===== src/rtl/tp_ram.sv =====
// tp_ram: single-clock simple dual-port RAM, one write port and one read port.
// The read is read-first and registered, followed by OUTPUT_REG extra output
// stages. Memory contents survive reset; only the read pipeline is cleared.
module tp_ram #(
    parameter int unsigned DEPTH      = 16,
    parameter int unsigned DATA_WIDTH = 8,
    parameter int unsigned ADDR_WIDTH = $clog2(DEPTH),
    parameter int unsigned OUTPUT_REG = 2,
    parameter string       RAM_TYPE   = "register"
) (
    input  logic                  clk,
    input  logic                  rst,
    input  logic                  en_wr,
    input  logic [ADDR_WIDTH-1:0] addr_wr,
    input  logic [DATA_WIDTH-1:0] data_wr,
    input  logic                  en_rd,
    input  logic [ADDR_WIDTH-1:0] addr_rd,
    output logic [DATA_WIDTH-1:0] data_rd
);

    // Read register plus the output stages; index OUTPUT_REG is the last one.
    localparam int unsigned STAGES = OUTPUT_REG + 1;

    logic [DATA_WIDTH-1:0] mem_rdata_c;
    logic [DATA_WIDTH-1:0] pipe [STAGES];

    // Storage array; only the storage-style attribute differs between branches.
    if (RAM_TYPE == "block") begin : g_block
        (* ram_style = "block" *) logic [DATA_WIDTH-1:0] mem [DEPTH];

        // Write port: not reset, so writes during reset still land.
        always_ff @(posedge clk) begin
            if (en_wr) begin
                mem[addr_wr] <= data_wr;
            end
        end

        assign mem_rdata_c = mem[addr_rd];
    end else begin : g_register
        (* ram_style = "registers" *) logic [DATA_WIDTH-1:0] mem [DEPTH];

        // Write port: not reset, so writes during reset still land.
        always_ff @(posedge clk) begin
            if (en_wr) begin
                mem[addr_wr] <= data_wr;
            end
        end

        assign mem_rdata_c = mem[addr_rd];
    end

    // Read pipeline: stage 0 loads on en_rd (old data, hence read-first),
    // later stages shift every cycle; reset flushes everything in flight.
    always_ff @(posedge clk) begin
        if (rst) begin
            for (int unsigned i = 0; i < STAGES; i++) begin
                pipe[i] <= '0;
            end
        end else begin
            if (en_rd) begin
                pipe[0] <= mem_rdata_c;
            end
            for (int unsigned i = 1; i < STAGES; i++) begin
                pipe[i] <= pipe[i-1];
            end
        end
    end

    assign data_rd = pipe[OUTPUT_REG];

endmodule


===== config.mk =====
export PLATFORM = sky130hd
export DESIGN_NAME = tp_ram
export DESIGN_NICKNAME = d
export VERILOG_FILES = /design/src/rtl/tp_ram.sv
export SDC_FILE = /design/constraint.sdc
export NUM_CORES = 1
export LEC_CHECK = 0
export CAP_MARGIN = 25
export CORE_ASPECT_RATIO = 1.75
export CORE_MARGIN = 2
export CORE_UTILIZATION = 40
export CTS_CLUSTER_DIAMETER = 80
export DETAILED_ROUTE_END_ITERATION = 8
export PLACE_DENSITY = 0.61
export REMOVE_ABC_BUFFERS = 1
export SYNTH_ARGS = -nofsm -noshare
export SYNTH_HDL_FRONTEND = slang
export SYNTH_SLANG_ARGS = --single-unit

===== constraint.sdc =====
create_clock -name clk -period 5 [get_ports clk]
set_input_delay 0.5 -clock clk [delete_from_list [all_inputs] [get_ports clk]]
set_output_delay 0.5 -clock clk [all_outputs]
set_load 0.01 [all_outputs]

After elaboration in Yosys (flattened, before gate mapping). Memories as Yosys holds them, arrays and structs flattened. Index checks and enable logic that the tools add are counted.

Logic and storage cells: 16. RAM bits: 152. Memories: 2. Bits in registers: 0. Input bits: 20.

Memories: g_register.mem (words 16, bits a word 8, rd ports 1, clocked after memory_dff 0, wr ports 1, line 40) `(* ram_style = "registers" *) logic [DATA_WIDTH-1:0] mem [DEPTH];`; pipe (words 3, bits a word 8, rd ports 3, clocked after memory_dff 0, wr ports 3, line 25) `logic [DATA_WIDTH-1:0] pipe [STAGES];`.

Multiplexer cells: 11. Bitwise operators: 3.

Operator list (number): $mux 8 (3); $mux 1 (8); $or 1x1->1 (3).

Depth between registers and ports, before layout. Gate-level depths: netlist of run 1.

Depth in word-level cells: 4. Gate-level depth with buffers: 6. Depth with buffers taken out: 4.

Worst setup path after synthesis of run 1. OpenSTA, ideal clock, no wires.

Path type: input-to-reg. Start point: in addr_rd[0]. End point: mem pipe[0][4], data pin. Library setup time: 261 ps. Stages on the path: 4. Arrival time: 1673 ps. Path buffers: 1. Data required time: 4739 ps. Slack: 3066 ps. Cells stage by stage: buf_6 -> mux4_1 -> a22o_1 -> a221o_1.

RTL lines: start, declared (line 17) `input logic [ADDR_WIDTH-1:0] addr_rd,`; end, declared (line 25).

==> results of run 1 <==
[kinds of logic after synthesis]
family	share of synthesized area, %
and+or+nand+nor	4.822
AOI/OAI and AO/OA	2.180
buffers and inverters	2.956
other	0.06283
muxes	13.50
DFF	76.48
[power groups by stage]
stage | logic [mW] | clock network, mW | registers [mW]
after floorplan | 0.0660 | 0 | 1.48
after detailed placement | 0.146 | 0 | 1.48
after global routing | 0.156 | 1.22 | 1.46
final | 0.143 | 1.15 | 1.45
after CTS | 0.147 | 1.17 | 1.45
after global placement | 0.144 | 0 | 1.48
[per-layer routing]
metal / global-route usage, % / vias up / share of wire [%]
met1: 15.03 / 1390 / 35
met3: 3.403 / 8 / 3.2
li1: - / 1234 / -
met4: 5.762 / 0 / 1.8
met5: 0 / - / 0
met2: 28.44 / 68 / 60
[final cells by class]
type | count | area [sq um] | share of cell area (%)
sequential | 152 | 4564 | 65.92
clock inverter | 12 | 107.6 | 1.554
tap | 183 | 229.0 | 3.307
multi-input combinational | 127 | 1284 | 18.54
timing repair buffer | 33 | 310.3 | 4.481
clock buffer | 18 | 429.2 | 6.198
[registers in the layout, indices dropped and copies added (netlist names)]
| signal | count |
|---|---|
| g_register.mem | 128 |
| pipe | 24 |
[path summary, 6_finish.rpt]
check,start,to,slack (ps)
worst max-delay path,addr_rd[2],pipe[0][2],2500
worst min-delay path,pipe[0][15],pipe[0][23],530
worst max register to register,g_register.mem[3][4],pipe[0][4],3270
worst min register to register,pipe[0][15],pipe[0][23],530
[stage by stage]
stage	util [%]	area, sq um
2_1_floorplan	-	5848
3_3_place_gp	43.26	6387
3_5_place_dp	43.26	6387
4_1_cts	46.90	6924
5_1_grt	46.90	6924
6_report	46.90	6924
[cells in the final DEF (no fill, tap or decap), types with 2 or more instances in the layout]
| cell type | count |
|---|---|
| a221o_1 | 4 |
| a22o_1 | 4 |
| a22oi_1 | 4 |
| and3_1 | 4 |
| buf_4 | 6 |
| clkbuf_16 | 17 |
| clkdlybuf4s50_1 | 26 |
| clkinv_2 | 3 |
| clkinv_4 | 5 |
| clkinvlp_4 | 2 |
| conb_1 | 16 |
| edfxtp_1 | 152 |
| mux2i_1 | 16 |
| mux4_1 | 4 |
| mux4_2 | 24 |
| nand2b_1 | 3 |
| nand3b_1 | 2 |
| nor2_1 | 13 |
| nor2b_1 | 16 |
| nor3_1 | 4 |
| o22ai_1 | 4 |
[critical path: stages]
cell	delay, ps
clkdlybuf4s50_1	890
buf_4	350
and2_2	220
a22oi_1	110
a22o_1	250
a221o_1	330
==> results.cfg, run 1 <==
[outcome]
status = finished clean

[timing]
finalCritPeriodShare_pct = 50.10
setup_slack_ps = 2495
period_minus_slack_ps = 2505
hold_viol = 0
rsz0062_at_grt = no
max_freq_ghz = 0.3992
worst_pin_slew_ps = 972.7
slew_headroom_pct = 34.95
setup_viol = 0
hold_ws_ps = 533.3
fin_tns_setup_ps = 0
finClkSkew_ps = 10.54
slew_violations = 0

[synthesis]
yosysMostFrequentCell = edfxtp_1
ys.flop_type = edfxtp_1
synth-async-reset-ratio_pct = 0
yosys_warnings = 0
synth_area_leader_cell = edfxtp_1
yosys-top-cells-area = edfxtp_1 (76%), mux4_2 (9.1%), mux2i_1 (2.7%), mux4_1 (1.8%), nor2b_1 (1.7%)
synthTopCellsByCount = edfxtp_1 (152), mux4_2 (24), mux2i_1 (16), nor2b_1 (16), nor2_1 (13)
synth_top_area_share_pct = 76.48
synth_area_sq_um = 5968
seq_area_frac_synth_pct = 76.48
synth.distinct_cells = 32
ys_seq_elements = 152
synthCells = 283
synth_edf_count = 152
avgSynthCellArea_sq_um = 21.09

[clock_network]
path_clk_slew_ps = 60
hold_buffers = 0
h-tree-depth = 4
cts_sinks = 152
clock-root-buffer = clkbuf_16
cts_resized = 0
cts_inserted_buffers = 17
cts_tree = done
cts_max_path_buffers = 2
cts_setup_buffers = 0
clkLatencyLatePin_ps = 410

[place]
dp.cells = 495
post-place-ws_ps = 2026
hpwl_microns = 7319
globalplace.congestion = 0.7415
port_buffers = 27

[critical_path]
end_kind = flip-flop
critPathKind = in2reg
cp.required_ps = 5160
crit_fanout = 14
rr_worst_depth = 3
start_kind = primary input
cp.arrival_ps = 2660

[layout]
areaGrowthSynthToFinish_pct = 16.02
finalNonFillerCells = 525
fill_cells = 1235
drive_above_1_share_pct = 18.42
diodes = 0
nets = 351

[pwr]
seqPwrFrac_pct = 52.9
leakage_nw = 2.296
p_switching_mw = 0.5589
p_int_mw = 2.188
ir_worst_vdd_mv = 0.2341
p_clk_share_pct = 41.9
power_density_nw_per_um2 = 396.7
switching_share_pct = 20.35
power.total_mw = 2.747
p_comb_share_pct = 5.2

[grt]
grt_pass1_vias = 2870
grt_pass1_wl_microns = 16220
gr-total-overflow = 0
grt_max_degree = 27
track_usage_pct = 14.84
antenna_found_initial = 0

[routing]
first_iter_violations = 181
route.vias.total = 2700
drc = 0
wl_per_cell_microns = 20.48
viasPerCell = 5.143
first_pass_iters = 4
antenna_left = 0
wl_microns = 10750

[floorplanning]
ioPinCount = 28
die_h_microns = 165.6
core-area_sq_um = 14760
rows = 59
fp.dieW_microns = 96.34
start_util_pct = 40.42
die_area_sq_um = 15950

[min_path]
worst_hold_path_type = reg2reg
holdPathStages = 1

[flow_run]
cap_violations = 0
Power figures use the tool's default switching activity.
==> inputs of run 2 (changes only) <==
Clock period 5 ns to 2.5 ns, I/O delays scaled along.
==> run 2 against run 1 <==
Compared with the run above: sequential power grew 100%; register-to-register slack worse by 2500 ps; power rose by 110%; routed wire length rose by 1.6%; clock skew barely moved; flip-flop and latch count is the same; first-iteration DRC count is 3.3% higher; non-clock buffer count is 14 higher; clock power increased by 120%; die area stayed put; clock-buffer cell count is the same; critical endpoint is now pipe[0][7]; highest routed layer unchanged.
==> results.cfg, run 2 (synthesis gave the netlist of run 1 again) <==
[outcome]
status = finished clean

[routing]
wl_microns = 10930
first_iter_violations = 187
drc = 0
viasPerCell = 5.083
route.vias.total = 2745
first_pass_iters = 4
wl_per_cell_microns = 20.24
antenna_left = 0

[critical_path]
crit_fanout = 13
cpPeakStageDelay_ps = 680
cp.required_ps = 2640
cp-startpoint = addr_rd[1]
crit_slowest_cell = clkdlybuf4s50_1
critPathKind = in2reg
crit_family = buffers and inverters
end_kind = flip-flop
path_cells = clkdlybuf4s50_1 -> buf_4 -> mux4_2 -> mux2i_1 -> o22ai_1
start_kind = primary input
timing.rr.start = g_register.mem[6][4]
cp.arrival_ps = 1950
crit_buf_inv = 2

[clock_network]
cts_sinks = 152
cts_max_path_buffers = 2
cts_inserted_buffers = 17
cts_setup_buffers = 0
clkLatencyLatePin_ps = 420
h-tree-depth = 4
hold_buffers = 0
cts_resized = 0
cts_tree = done
clock-root-buffer = clkbuf_16
path_clk_slew_ps = 60

[pwr]
ir_worst_vdd_mv = 0.5018
power.total_mw = 5.709
leakage_nw = 2.388
power_density_nw_per_um2 = 803.7

[layout]
finalNonFillerCells = 540
drive_above_1_share_pct = 21.29
reg.largest.list = g_register.mem: 128 flops, pipe: 24 flops
layout_common_cells = edfxtp_1 (152), clkdlybuf4s50_1 (26), mux4_2 (24)
areaGrowthSynthToFinish_pct = 19.01
largest_register = g_register.mem
layout_commonest_cell = edfxtp_1
largest_reg_flops = 128
nets = 365
diodes = 0

[place]
hpwl_microns = 7229
port_buffers = 27
globalplace.congestion = 0.7655
dp.cells = 509

[timing]
finalCritPeriodShare_pct = 72.37
setup_viol = 0
slew_headroom_pct = 59.60
finClkSkew_ps = 10.07
max_freq_ghz = 0.5527
slew_violations = 0
worst_pin_slew_ps = 604.2
period_minus_slack_ps = 1809
hold_viol = 0
fin_tns_setup_ps = 0
hold_ws_ps = 541.4
rsz0062_at_grt = no

[floorplanning]
fp.dieW_microns = 96.34
die_area_sq_um = 15950
die_h_microns = 165.6
core-area_sq_um = 14760
ioPinCount = 28
start_util_pct = 40.42
rows = 59

[flow_run]
cap_violations = 0

[grt]
gr-total-overflow = 0
antenna_found_initial = 0
grt_pass1_vias = 2827
grt_max_degree = 36
track_usage_pct = 15.15
grt_pass1_wl_microns = 16330

[min_path]
holdCritStartpoint = pipe[0][10]
worst_hold_path_type = reg2reg
-- run 2: final timing paths --
check	depth (start not counted)	slack, ps	to
setup / recovery	5	690	pipe[0][7]
hold / removal	1	540	pipe[0][18]
setup reg to reg	3	770	pipe[0][4]
hold reg to reg	1	540	pipe[0][18]
-- run 2: area by class of cell --
class                      instances  area [sq um]
tap                              183         229.0
timing repair buffer              47         440.4
fill                            1245          7661
clock inverter                    13         156.4
multi-input combinational        127          1284
clock buffer                      18         429.2
sequential                       152          4564
-- run 2: worst reg2reg max path: stages (launching register included) --
cell	delay, ps
edfxtp_1	360
mux4_1	580
a22o_1	210
a221o_1	340
-- run 2: power breakdown --
part	leakage, nW	switching [mW]	internal [mW]
clock network	0.267	0.949	1.55
registers	1.41	0.0166	2.89
logic	0.716	0.157	0.143
total	2.39	1.12	4.59
-- run 2: routing by layer --
| metal | routed length [microns] | global-route usage, % | part of all wire [%] | vias to the layer above |
|---|---|---|---|---|
| met5 | 0 | 0 | 0 | - |
| met4 | 197 | 5.570 | 1.8 | 0 |
| met3 | 383 | 4.583 | 3.5 | 13 |
| met2 | 6309 | 27.40 | 58 | 60 |
| met1 | 4036 | 16.34 | 37 | 1410 |
| li1 | - | - | - | 1262 |
-- run 2: stage by stage --
stage | instance area [sq um] | utilization, % | setup slack (ps)
3_5_place_dp | 6518 | 44.14 | 258.2
3_3_place_gp | 6518 | 44.14 | 297.5
2_1_floorplan | 5848 | - | 831.5
5_1_grt | 7103 | 48.11 | 676.8
4_1_cts | 7103 | 48.11 | 696.4
6_report | 7103 | 48.11 | 690.7
